<file path="src/rtl/stage_start_sequencer.sv">
// Stage start sequencer: launches a chain of downstream stage FSMs one at a
// time. Each stage gets a registered one-hot start pulse and the sequencer
// waits for that stage's done rising edge before moving on. A sticky
// finished or error flag reports the outcome to the top-level controller.
module stage_start_sequencer #(
    parameter int NUM_STAGES     = 3,
    parameter int PULSE_WIDTH    = 1,
    parameter int TIMEOUT_CYCLES = 0,
    localparam int SW = (NUM_STAGES > 1) ? $clog2(NUM_STAGES) : 1
) (
    input  logic                  clk,
    input  logic                  reset,
    input  logic                  go,
    input  logic                  abort,
    input  logic [NUM_STAGES-1:0] done,
    output logic [NUM_STAGES-1:0] start,
    output logic                  busy,
    output logic                  finished,
    output logic                  error,
    output logic [SW-1:0]         active_stage
);

    // Pulse counter runs 0 .. PULSE_WIDTH-1; timeout counter runs 0 .. TIMEOUT_CYCLES-1.
    localparam int PCW = (PULSE_WIDTH > 1) ? $clog2(PULSE_WIDTH) : 1;
    localparam int TCW = (TIMEOUT_CYCLES > 1) ? $clog2(TIMEOUT_CYCLES) : 1;

    typedef enum logic [2:0] {
        S_IDLE,
        S_PULSE,
        S_WAIT,
        S_DONE,
        S_ERR
    } state_t;

    state_t                state_reg;
    logic [NUM_STAGES-1:0] start_reg;
    logic [NUM_STAGES-1:0] done_q_reg;
    logic                  go_q_reg;
    logic                  capture_reg;
    logic                  busy_reg;
    logic                  finished_reg;
    logic                  error_reg;
    logic [SW-1:0]         stage_reg;
    logic [PCW-1:0]        pulse_cnt_reg;
    logic [TCW-1:0]        timeout_cnt_reg;

    logic                  go_edge;
    logic [NUM_STAGES-1:0] done_edge;
    logic [NUM_STAGES-1:0] stage_sel;
    logic                  done_active;
    logic                  last_stage;
    logic                  pulse_last;
    logic                  timeout_hit;
    logic                  advance;

    assign go_edge = go & ~go_q_reg;

    // Per-stage rising-edge detectors on the done levels.
    generate
        for (genvar gi = 0; gi < NUM_STAGES; gi++) begin : g_done_edge
            assign done_edge[gi] = done[gi] & ~done_q_reg[gi];
        end
    endgenerate

    // Only the edge belonging to the active stage matters; all others are masked.
    assign stage_sel   = NUM_STAGES'(1) << stage_reg;
    assign done_active = |(done_edge & stage_sel);
    assign last_stage  = (stage_reg == SW'(NUM_STAGES - 1));
    assign pulse_last  = (pulse_cnt_reg == PCW'(PULSE_WIDTH - 1));
    assign timeout_hit = (TIMEOUT_CYCLES > 0) &&
                         (timeout_cnt_reg == TCW'(TIMEOUT_CYCLES - 1));
    // An edge captured during the pulse counts as if it arrived in WAIT.
    assign advance     = done_active | capture_reg;

    // Sequencer FSM with registered start/busy/flag outputs; abort overrides everything.
    always_ff @(posedge clk) begin
        if (reset) begin
            state_reg       <= S_IDLE;
            start_reg       <= '0;
            done_q_reg      <= '0;
            go_q_reg        <= 1'b0;
            capture_reg     <= 1'b0;
            busy_reg        <= 1'b0;
            finished_reg    <= 1'b0;
            error_reg       <= 1'b0;
            stage_reg       <= '0;
            pulse_cnt_reg   <= '0;
            timeout_cnt_reg <= '0;
        end else begin
            // Edge-detect history is kept up to date in every state.
            go_q_reg   <= go;
            done_q_reg <= done;

            if (abort) begin
                // Back to IDLE; the sticky flags are deliberately left alone.
                state_reg       <= S_IDLE;
                start_reg       <= '0;
                busy_reg        <= 1'b0;
                stage_reg       <= '0;
                capture_reg     <= 1'b0;
                pulse_cnt_reg   <= '0;
                timeout_cnt_reg <= '0;
            end else begin
                case (state_reg)
                    S_IDLE, S_DONE, S_ERR: begin
                        if (go_edge) begin
                            state_reg       <= S_PULSE;
                            start_reg       <= NUM_STAGES'(1);
                            busy_reg        <= 1'b1;
                            finished_reg    <= 1'b0;
                            error_reg       <= 1'b0;
                            stage_reg       <= '0;
                            capture_reg     <= 1'b0;
                            pulse_cnt_reg   <= '0;
                            timeout_cnt_reg <= '0;
                        end
                    end
                    S_PULSE: begin
                        if (done_active) begin
                            capture_reg <= 1'b1;
                        end
                        if (pulse_last) begin
                            state_reg     <= S_WAIT;
                            start_reg     <= '0;
                            pulse_cnt_reg <= '0;
                        end else begin
                            pulse_cnt_reg <= pulse_cnt_reg + PCW'(1);
                        end
                    end
                    S_WAIT: begin
                        if (advance) begin
                            capture_reg     <= 1'b0;
                            timeout_cnt_reg <= '0;
                            if (last_stage) begin
                                state_reg    <= S_DONE;
                                busy_reg     <= 1'b0;
                                finished_reg <= 1'b1;
                            end else begin
                                state_reg     <= S_PULSE;
                                stage_reg     <= stage_reg + SW'(1);
                                start_reg     <= stage_sel << 1;
                                pulse_cnt_reg <= '0;
                            end
                        end else if (timeout_hit) begin
                            // active_stage keeps the index of the stage that stalled.
                            state_reg       <= S_ERR;
                            busy_reg        <= 1'b0;
                            error_reg       <= 1'b1;
                            timeout_cnt_reg <= '0;
                        end else if (TIMEOUT_CYCLES > 0) begin
                            timeout_cnt_reg <= timeout_cnt_reg + TCW'(1);
                        end
                    end
                    default: begin
                        state_reg <= S_IDLE;
                        start_reg <= '0;
                        busy_reg  <= 1'b0;
                    end
                endcase
            end
        end
    end

    assign start        = start_reg;
    assign busy         = busy_reg;
    assign finished     = finished_reg;
    assign error        = error_reg;
    assign active_stage = stage_reg;

endmodule

</file>
<file path="config.mk">
export PLATFORM = sky130hd
export DESIGN_NAME = stage_start_sequencer
export DESIGN_NICKNAME = d
export VERILOG_FILES = /design/src/rtl/stage_start_sequencer.sv
export SDC_FILE = /design/constraint.sdc
export NUM_CORES = 1
export LEC_CHECK = 0
export CORE_ASPECT_RATIO = 0.9
export CORE_MARGIN = 8
export CORE_UTILIZATION = 35
export CTS_BUF_LIST = sky130_fd_sc_hd__clkbuf_4 sky130_fd_sc_hd__clkbuf_8 sky130_fd_sc_hd__clkbuf_16
export CTS_CLUSTER_SIZE = 16
export DETAILED_ROUTE_END_ITERATION = 7
export HOLD_SLACK_MARGIN = 0.1
export PLACE_DENSITY = 0.58
export SYNTH_ARGS = -nofsm -noshare
export SYNTH_HDL_FRONTEND = slang
export SYNTH_SLANG_ARGS = --single-unit
</file>
<file path="constraint.sdc">
create_clock -name clk -period 2.1 [get_ports clk]
set_input_delay 0.42 -clock clk [delete_from_list [all_inputs] [get_ports clk]]
set_output_delay 0.42 -clock clk [all_outputs]
set_load 0.05 [all_outputs]
</file>
==> metrics.yaml <==
status:
  status: "completed"
timing:
  maxSlewViolCount: 0
  min_period_ns: 1.91
  fin_setup_tns_ns: 0
  worst_clock_skew_ns: 0.00775
  max_slew_margin: 0.664
  hold_worst_slack_ns: 0.474
  setup-violations-final: 0
  max_clock_freq_ghz: 0.524
  post-route-period-util: 0.909
  final.setup.worst_slack_ns: 0.191
  setup_repair_after_global_routing_missed_its_margin: "no"
  final_hold_viol_count: 0
  actual_transition_at_the_worst_max_transition_pin_ns: 0.503
logic_synthesis:
  synth_sequential_area_ratio: 0.388
  post_synth_num_cell_types: 30
  netlist_top_cells_area: "dfxtp_1 39%, ha_1 10%, mux2i_1 4.2%, and2b_1 4.2%, nand2_1 4.2%"
  syn-cell-area_um2: 722
  ys.warnings.count: 0
  proportion_of_synthesized_area_in_mux_cells: 0.0416
  synth_commonest_cells: "14 x dfxtp_1, 8 x nand2_1, 6 x ha_1, 6 x inv_1"
  synth.ff_latch_count: 14
  netlist_instances: 77
  asyncSetResetFlopFracSynth: 0
  synth_edf_count: 0
  top_area_cell_type_share_of_the_netlist_area: 0.388
  synth_top_family_by_area: "simple AND/OR/NAND/NOR gates"
  post-synth-top-count-cell: "dfxtp_1"
  synth_compound_gate_area_share: 0.170
  post_synth_and_or_nand_nor_area_fraction: 0.250
  post_synth_adder_cell_area: 0.104
  synth-main-ff-cell: "dfxtp_1"
  syn_avg_cell_area_um2: 9.38
  synth_area_leader_cell: "dfxtp_1"
  synthesis.nets: 90
  post_synth_xor_area_fraction: 0
placement:
  dpl_worst_slack_ns: 0.282
  finalWeightedCongestion: 0.843
  detailed_place.area_um2: 891
  dp.cells: 116
  buffer_ports.inserted: 13
  detailedPlacementHpwl_um: 1300
routing:
  routedWlPerCell_um: 13.6
  vias_per_cell: 5.02
  postRouteWirelength_um: 1640
  route.detailed.drc: 0
  via_count: 602
  drt_first_pass_iters: 4
  drtAntennaViolNets: 0
  first_iter_violations: 8
worst_hold_path:
  worst_hold_path_type: "register to register"
setup_path:
  worst_setup_path_start_kind: "register"
  worst-path-max-fanout: 4
  crit_path_end_kind: "output pin"
  slowest_stage: "clkdlybuf4s50_1"
  cpLargestDelayFamily: "buffers and inverters"
  critPathArrivalTime_ns: 1.49
  cp_bufs_invs: 1
  crit_path_cell_trace: "clkdlybuf4s50_1"
  cp_data_required_time_ns: 1.68
  critPathMaxStageDelay_ns: 0.82
  worstSetupPathType: "register to output pin"
clocking:
  cts_h_tree_depth: 1
  cts_root_buffer: "clkbuf_4"
  cts-resized-gates: 0
  ctsHoldBuffers: 0
  clkSlewWorstSetupHoldPaths_ns: 0.09
  cts_post_setup_buffers_inserted: 0
  clock_insertion_delay_worst_skew_ns: 0.29
  clock_sinks: 14
  tritoncts_clock_tree: "built"
  tritoncts.num_buffers: 3
  clock_path_buffers: 2
global_routing:
  grt_first_pass_wirelength_um: 2790
  via_count_of_the_first_global_routing_pass: 630
  global_route.usage.total: 0.0943
  grt_start_max_net_pins: 9
  antenna_found_initial: 0
  overflow: 0
floorplan:
  floorplan_core_area_um2: 1930
  std_cell_rows: 15
  die_y_um: 59.1
  die_area_um2: 3770
  chipWidth_um: 63.9
  start_util: 0.373
  io-pin-count: 15
run:
  cap_violations: 0
finish:
  post_layout_nonfiller_instances: 120
  antenna_cells_inserted: 0
  nets: 109
  layout-drive-gt1-share: 0.105
  synthToLayoutAreaGrowth_pct: 28.4
  postLayoutCoreUtil: 0.480
  final_area_um2: 927
power_and_ir_drop:
  vdd_drop_max_mv: 0.298
  pwr_density_nw_per_um2: 660
  leakagePower_nw: 0.369
  total_power_mw: 0.612
==> routing by layer <==
layer | track usage | up-vias | share of wire
li1 | - | 309 | -
met1 | 0.105 | 278 | 0.48
met2 | 0.146 | 11 | 0.45
met3 | 0.0491 | 4 | 0.061
met4 | 0.0444 | 0 | 0.017
met5 | 0 | - | 0
==> cells by family (layout without fill, tap and decap cells) <==
logic type / Yosys count / after routing
mux: 3 / 3
buf+inv: 7 / 25
simple gates: 31 / 31
fa+ha+maj: 6 / 6
other cells: 1 / 1
flops: 14 / 14
compound gates: 15 / 15
==> tightest hold or removal path: stages, from the launching register on <==
cell     delay, ns
dfxtp_1       0.32
nand2_1       0.05
mux2i_1       0.06
==> cells in the final DEF, fill, tap and decap left out, types with 3 or more instances in the layout <==
| cell type | Yosys | final |
|---|---|---|
| dfxtp_1 | 14 | 14 |
| and2b_1 | 4 | 4 |
| nand2_1 | 8 | 8 |
| inv_1 | 6 | 6 |
| ha_1 | 6 | 6 |
| clkdlybuf4s50_1 | 0 | 13 |
| nand3b_1 | 3 | 3 |
| mux2i_1 | 3 | 3 |
| nand3_1 | 4 | 4 |
| clkbuf_4 | 0 | 3 |
==> final cells by class <==
cell class	count	area (um^2)
Fill cell	195	1010
Clock buffer	4	36.3
Sequential cell	14	280
Inverter	6	22.5
Tap cell	25	31.3
Multi-Input combinational cell	56	412
Timing Repair Buffer	15	145
==> path summary, 6_finish.rpt <==
check | from | to | slack, ns | depth (start not counted)
worst max register to register | active_stage[0]$_SDFFE_PP0P_ | active_stage[1]$_SDFFE_PP0P_ | 0.35 | 6
worst max-delay path | active_stage[0]$_SDFFE_PP0P_ | active_stage[0] | 0.19 | 1
worst min register to register | busy$_SDFFE_PP0P_ | busy$_SDFFE_PP0P_ | 0.47 | 2
worst min-delay path | busy$_SDFFE_PP0P_ | busy$_SDFFE_PP0P_ | 0.47 | 2
==> power breakdown <==
group	switching (mW)	internal, mW	leakage [nW]
logic	0.0766	0.0552	0.233
clock network	0.0911	0.106	0.0210
registers	0.00604	0.277	0.114
Power figures use the tool's default switching activity.
